**src/rtl/uart_rx_deserializer.sv**
```systemverilog
// rtl/uart_rx_deserializer.sv - 16x oversampled UART receiver feeding the RX FIFO write port.
// Define UART_RX_MAJORITY_EN for 2-of-3 majority sampling around each bit centre.
module uart_rx_deserializer #(
  parameter int DATA_BITS = 8,
  parameter int OSR       = 16
) (
  input  logic                 clkw,
  input  logic                 rst_n,
  input  logic                 baud_tick,
  input  logic                 rx_i,
  input  logic                 parity_en,
  input  logic                 parity_odd,
  input  logic                 fifofull,
  output logic                 fifowr,
  output logic [DATA_BITS-1:0] rx_data_o,
  output logic                 RXdone,
  output logic                 frame_err,
  output logic                 parity_err,
  output logic                 overrun_err,
  output logic                 busy_o
);

  localparam int TW = $clog2(OSR);
  localparam logic [TW-1:0] ONE      = TW'(1);
  localparam logic [TW-1:0] M_START  = TW'(OSR / 2 - 1);
  localparam logic [TW-1:0] M_BIT    = TW'(OSR - 1);
  localparam logic [2:0]    LAST_BIT = 3'(DATA_BITS - 1);

  typedef enum logic [2:0] {IDLE, START, DATA, PARITY, STOP, BREAK} state_t;

  state_t               state;
  logic                 rx_m, rx_s, rx_s_d;
  logic [TW-1:0]        tcnt;
  logic [2:0]           bcnt;
  logic [DATA_BITS-1:0] shreg;
  logic                 pen_q, podd_q, perr_q;
  logic [TW-1:0]        m_idx;
  logic                 decide, bit_v;

  assign m_idx = (state == START) ? M_START : M_BIT;

`ifdef UART_RX_MAJORITY_EN
  // Votes are taken one tick late; the start restart value keeps the data grid unchanged.
  localparam logic [TW-1:0] TCNT_RESTART = ONE;
  logic v_early, v_mid;

  assign decide = baud_tick && (tcnt == m_idx + ONE);
  assign bit_v  = (v_early & v_mid) | (v_early & rx_s) | (v_mid & rx_s);

  always_ff @(posedge clkw or negedge rst_n) begin
    if (!rst_n) begin
      v_early <= 1'b1;
      v_mid   <= 1'b1;
    end else if (baud_tick) begin
      if (tcnt == m_idx - ONE) v_early <= rx_s;
      if (tcnt == m_idx)       v_mid   <= rx_s;
    end
  end
`else
  localparam logic [TW-1:0] TCNT_RESTART = '0;

  assign decide = baud_tick && (tcnt == m_idx);
  assign bit_v  = rx_s;
`endif

  always_ff @(posedge clkw or negedge rst_n) begin
    if (!rst_n) begin
      rx_m        <= 1'b1;
      rx_s        <= 1'b1;
      rx_s_d      <= 1'b1;
      state       <= IDLE;
      tcnt        <= '0;
      bcnt        <= '0;
      shreg       <= '0;
      pen_q       <= 1'b0;
      podd_q      <= 1'b0;
      perr_q      <= 1'b0;
      rx_data_o   <= '0;
      fifowr      <= 1'b0;
      RXdone      <= 1'b0;
      frame_err   <= 1'b0;
      parity_err  <= 1'b0;
      overrun_err <= 1'b0;
      busy_o      <= 1'b0;
    end else begin
      rx_m        <= rx_i;
      rx_s        <= rx_m;
      rx_s_d      <= rx_s;
      fifowr      <= 1'b0;
      RXdone      <= 1'b0;
      frame_err   <= 1'b0;
      parity_err  <= 1'b0;
      overrun_err <= 1'b0;
      if (baud_tick && state != IDLE && state != BREAK) tcnt <= tcnt + ONE;
      case (state)
        IDLE: begin
          if (rx_s_d && !rx_s) begin
            tcnt   <= '0;
            bcnt   <= '0;
            pen_q  <= parity_en;
            podd_q <= parity_odd;
            perr_q <= 1'b0;
            busy_o <= 1'b1;
            state  <= START;
          end
        end
        START: begin
          if (decide) begin
            if (!bit_v) begin
              tcnt  <= TCNT_RESTART;
              state <= DATA;
            end else begin
              busy_o <= 1'b0;
              state  <= IDLE;
            end
          end
        end
        DATA: begin
          if (decide) begin
            shreg <= {bit_v, shreg[DATA_BITS-1:1]};
            bcnt  <= bcnt + 3'd1;
            if (bcnt == LAST_BIT) state <= pen_q ? PARITY : STOP;
          end
        end
        PARITY: begin
          if (decide) begin
            perr_q <= ((^shreg) ^ bit_v) != podd_q;
            state  <= STOP;
          end
        end
        STOP: begin
          if (decide) begin
            RXdone <= 1'b1;
            if (!bit_v) begin
              frame_err <= 1'b1;
              state     <= BREAK;
            end else begin
              busy_o <= 1'b0;
              state  <= IDLE;
              if (perr_q) begin
                parity_err <= 1'b1;
              end else if (fifofull) begin
                overrun_err <= 1'b1;
              end else begin
                rx_data_o <= shreg;
                fifowr    <= 1'b1;
              end
            end
          end
        end
        BREAK: begin
          if (rx_s) begin
            busy_o <= 1'b0;
            state  <= IDLE;
          end
        end
        default: begin
          busy_o <= 1'b0;
          state  <= IDLE;
        end
      endcase
    end
  end

endmodule
```
**config.mk**
```make
export PLATFORM = sky130hd
export DESIGN_NAME = uart_rx_deserializer
export DESIGN_NICKNAME = d
export VERILOG_FILES = /design/src/rtl/uart_rx_deserializer.sv
export SDC_FILE = /design/constraint.sdc
export NUM_CORES = 1
export LEC_CHECK = 0
export BUFFER_PORTS_ARGS = -buffer_cell sky130_fd_sc_hd__buf_2
export CELL_PAD_IN_SITES_DETAIL_PLACEMENT = 1
export CELL_PAD_IN_SITES_GLOBAL_PLACEMENT = 1
export CORE_MARGIN = 2
export CORE_UTILIZATION = 45
export DETAILED_ROUTE_END_ITERATION = 8
export HOLD_SLACK_MARGIN = 0.06
export PLACE_DENSITY_LB_ADDON = 0.1
export SYNTH_ARGS = -nofsm -noshare
export SYNTH_HDL_FRONTEND = slang
export SYNTH_SLANG_ARGS = --single-unit
export TNS_END_PERCENT = 100
```
**constraint.sdc**
```tcl
create_clock -name clkw -period 2.15 [get_ports clkw]
set_clock_uncertainty 0.2 [all_clocks]
set_input_delay 0.5375 -clock clkw [delete_from_list [all_inputs] [get_ports clkw]]
set_output_delay 0.5375 -clock clkw [all_outputs]
set_load 0.01 [all_outputs]
```
After elaboration in Yosys (flattened, before gate mapping)
Index checks and enable logic that the tools add are counted.

operators by class
  add/sub/neg operators = 2
  multipliers = 0
  divide/modulo/power cells = 0
  order comparisons = 0
  eq/ne operators = 17
  shifts and indexed selects = 0
  multiplexer cells = 46
  bitwise logic cells = 4
  reduce and logical (&&, ||, !) cells = 19

operators with widths
  cell                 number
  $mux 3               11
  $mux 1               24
  $mux 4               5
  $pmux 3 s6           1
  $ne 2x2->1 const B   7
  $eq 3x3->1 const B   3
  $reduce_and 3->1     3
  $pmux 4 s2           1
  $reduce_xor 8->1     1
  $reduce_and 7->1     1
  $eq 3x2->1 const B   2
  $pmux 3 s2           1
  $reduce_and 5->1     1
  $add 4x1->4 const B  1
  $eq 4x4->1           1
  $logic_and 1x1->1    4
  $pmux 1 s4           1
  $reduce_and 2->1     2
  $reduce_bool 2->1    2
  $reduce_or 2->1      2
  $add 3x1->3 const B  1
  $eq 3x1->1 const B   1
  $logic_not 3->1      1
  $ne 3x3->1 const B   1
  8 further kinds      10

storage, ports and cells
  flip-flop bits (word level) = 38
  latch bits = 0
  bits in writable memories = 0
  ROM bits = 0
  output and inout port bits = 14
  word-level logic and storage cells = 105
  memories kept = 0

Longest topological paths before layout
  depth in word-level cells = 7
  mapped depth = 6

Least setup slack after synthesis
No wires, ideal clock.

  kind = reg-to-reg
  from = register tcnt[0]
  to = register rx_data_o[0]
  library setup time = 0.125 ns
  arrival = 1.608 ns
  data required time = 1.825 ns
  setup slack = 0.217 ns
  stages on the path, launching flop included = 7
  path through = dfrtp_1 > ha_1 > nand4_2 > nor4_4 > and4bb_1 > buf_6 > mux2_2

on the way
  cells in the longest elaborated chain, start to end = 3

RTL lines
  element                            RTL line  RTL
  from (decl)                        33        logic [TW-1:0] tcnt;
  from (signal assigned)             94        if (baud_tick && state != IDLE && state != BREAK) tcnt <= tcnt + ONE;
  $eq 4x4->1                         62        assign decide = baud_tick && (tcnt == m_idx);
  $logic_and 1x1->1                  62
  $reduce_and 5->1 (no source line)  -
  to (signal assigned)               145       rx_data_o <= shreg;
  to (decl)                          15        output logic [DATA_BITS-1:0] rx_data_o,

Every way passes these cells.
A chain may end at the register's enable or synchronous reset.

Worst setup path in the final report
  from = register tcnt[1]
  to = register rx_data_o[5]

Same word-level chain as after synthesis.

==> summary.txt <==
Routing
  • Wire per inst: 15.9 um
  • DR vias: 1153
  • # DRC: 0
  • Wirelength, routed: 3440 um
  • Antenna-violating nets left: 0
  • Via-to-Cell Ratio: 5.34
  • Detailed Route Iter0 Violations: 18
  • Drt pass-1 iters: 4

STA
  • Peak Freq: 500 MHz
  • Hold WS: 144 ps
  • Hold Fails Final Rpt: 0
  • RSZ-0062 raised after global routing: false
  • Setup ws final: 150 ps
  • Fin crit period: 2000 ps
  • Slew @ Worst Pin: 509 ps
  • Final period utilization: 0.930
  • Max Slew Vio Count: 0
  • Max_slew headroom: 0.661
  • Final setup viols: 0
  • Setup tns final: 0 ps

Clock network
  • Root Buffer Master: clkbuf_8
  • Htree depth: 2
  • CTS max path bufs: 2
  • CTS Buf Count: 5
  • Clock-pin slew on the worst setup and hold paths: 70 ps
  • CTS tree: built
  • Clock sinks: 38
  • Clock Latency Late Sink: 290 ps

Logic synthesis
  • Mapped Nets: 146
  • Yosys top cell area share: 0.499
  • Top post-synthesis cells by area: dfrtp_1, mux2_2, dfstp_2
  • Synth cell types: 40
  • Yosys Warn Count: 0
  • Area leader, netlist: dfrtp_1
  • Register area share after synthesis: 0.544
  • FF+latch count, synth: 38
  • Synth async-reset ratio: 1.00
  • Post-synth EDFFs: 0
  • Avg Inst Size Synth: 12.9 um2
  • Synthesized cell area: 1750 um2
  • Gate Count Post-Synth: 136
  • Top FF cell, synth: dfrtp_1

Min path
  • Hold Path Class: in2reg
  • Hold Crit Start: rx_i
  • Hold Path Sink: rx_m
  • Hold depth: 1

Finish
  • Final non-filler cell area: 2060 um2
  • Share of layout cells above drive strength 1: 0.387
  • Area growth, synth to finish: 17.6%
  • Antenna fix cells: 0
  • Fin nets: 177

Placement
  • GP Congestion: 0.817
  • DP HPWL: 2500 um
  • Setup WS pre-CTS: 44.1 ps
  • Buffers on Ports: 20
  • Post-DP Area: 1940 um2

Die
  • Core ar.: 3720 um2
  • Io pins: 21
  • Die area: 4410 um2
  • Initial Util: 0.472
  • Die Ht: 66.4 um
  • Row Count: 22
  • Die width: 66.4 um

Critical path
  • FF-to-FF Start: tcnt[1]
  • WP data required: 2120 ps
  • Cells on worst reg2reg path: 6
  • CP Capture Type: flop
  • Crit path cell chain: ha_2, nand4_4, nor4_4, and4bb_1, buf_4, mux2_2
  • Reg-to-reg slack, setup: 150 ps
  • WP buf/inv: 1
  • Crit path max-delay family: simple AND/OR/NAND/NOR gates
  • RR Endpoint: rx_data_o[5]
  • CP Class: reg2reg
  • Critical path startpoint category: flop
  • Biggest cell delay along the critical path: 370 ps
  • Worst EP arrival: 1970 ps
  • Slowest stage cell, crit path: dfrtp_1
  • Max Fanout on Critical Path: 9

Power
  • Power, Total: 2.06 mW
  • Leak: 1.03 nW
  • Power Density: 996 nW/um2
  • VDD IR max: 0.473 mV

Run
  • Max cap viols: 0

GRT
  • GR Overflow Total: 0
  • First-pass GRT wire length: 5920 um
  • Largest net degree at the start of global routing: 21
  • Via count of the first global-routing pass: 1255
  • Total track usage: 0.187
  • Antenna violations before repair: 0

Outcome
  • Status: finished clean
==> worst register-to-register path, delay by kind of cell (launching register included) <==
family                     cells  cell delay, ps
buffers and inverters          1             180
and+or+nand+nor                3             560
muxes                          1             350
adders and majority gates      1             230
DFF                            1             370
==> layout by cell type (no fill, tap or decap), drive strengths merged <==
| master | synthesis | final |
|---|---|---|
| dfrtp | 35 | 35 |
| buf | 6 | 29 |
| mux2 | 18 | 18 |
| nor2 | 7 | 7 |
| xnor2 | 7 | 7 |
| o21ai | 7 | 7 |
| clkbuf | 0 | 7 |
| inv | 5 | 5 |
| nand2 | 5 | 5 |
| xor2 | 4 | 4 |
| and3 | 3 | 3 |
| nor2b | 3 | 3 |
| mux2i | 3 | 3 |
| a21oi | 3 | 3 |
| dfstp | 3 | 3 |
| ha | 3 | 3 |
| o211ai | 2 | 2 |
| nand3 | 2 | 2 |
| nor4 | 2 | 2 |
| nand4 | 2 | 2 |
| nor3 | 2 | 2 |
| a31oi | 1 | 1 |
| and4b | 1 | 1 |
| and4bb | 1 | 1 |
| nor4b | 1 | 1 |
| a311oi | 1 | 1 |
| and4 | 1 | 1 |
| o21a | 1 | 1 |
| a221o | 1 | 1 |
| a21boi | 1 | 1 |
| o22ai | 1 | 1 |
| nand2b | 1 | 1 |
| o32ai | 1 | 1 |
| xnor3 | 1 | 1 |
| o31ai | 1 | 1 |
| clkinv | 0 | 1 |
| dlygate4sd3 | 0 | 1 |
==> logic make-up (layout without fill, tap and decap cells) <==
group / Yosys count / count (layout) / share of synthesized area
adders and majority gates: 3 / 3 / 0.0214
and+or+nand+nor: 31 / 31 / 0.118
AOI/OAI and AO/OA: 20 / 20 / 0.0799
xor gates and xnor gates: 12 / 12 / 0.0678
DFF: 38 / 38 / 0.544
muxes: 21 / 21 / 0.133
buffers and inverters: 11 / 43 / 0.0364
==> how the worst max path moves through the flow <==
stage	from	endpoint	slack [ps]	cells past startpoint
after global routing	tcnt[1]	state[2]	40	6
after global placement	baud_tick	state[2]	80	6
final	tcnt[1]	rx_data_o[5]	150	6
after CTS	tcnt[0]	state[2]	60	6
after floorplan	tcnt[0]	rx_data_o[0]	220	6
after detailed placement	baud_tick	rx_data_o[5]	40	6
==> cells in the mapped netlist, types with 2 or more instances <==
cell and n:
nor2b_1 3, o21ai_0 6, xnor2_1 7, dfrtp_1 35, nor2_1 7, o211ai_1 2, ha_1 3, dfstp_2 3
buf_6 2, a21oi_1 3, and3_1 3, buf_2 3, mux2_2 18, nand3_1 2, inv_1 5, mux2i_1 3
nand2_1 5, xor2_1 4
==> power by group <==
part	switching, mW	leakage, nW	internal, mW
combinational	0.301	0.474	0.269
clock	0.240	0.0482	0.259
sequential	0.165	0.504	0.822
==> area by class of cell <==
class                   count  area (um2)
clock buffers               7        86.3
repair buffers             30         190
clock inverters             1        5.00
well taps                  48        60.1
inverters                   5        18.8
flip-flops and latches     38         956
multi-input cells          87         747
fillers                   399        1650
==> state kept, by name, indices dropped and copies added, names as in the netlist, 3 cells and up <==
register,count
rx_data_o,8
state,3
shreg,8
tcnt,4
bcnt,3
==> metal layers <==
| metal | track usage | routed length [um] | vias up | part of all wire |
|---|---|---|---|---|
| met4 | 0.0944 | 73 | 0 | 0.021 |
| met2 | 0.306 | 1750 | 21 | 0.51 |
| met5 | 0 | 0 | - | 0 |
| li1 | - | - | 547 | - |
| met1 | 0.229 | 1510 | 578 | 0.44 |
| met3 | 0.0426 | 118 | 7 | 0.034 |
==> what timing repair did <==
item	CTS	global route
hold buffers	1	0
setup endpoints to repair	0	18
hold endpoints to repair	18	0
setup buffers	0	1
gates resized for setup	0	3
==> stage by stage <==
stage | std cells | utilization
after floorplan | 136 | -
after global placement | 206 | 0.523
after detailed placement | 206 | 0.523
after CTS | 215 | 0.550
after global routing | 216 | 0.555
final | 216 | 0.555
Note: power is estimated with default switching activity, not from simulation.
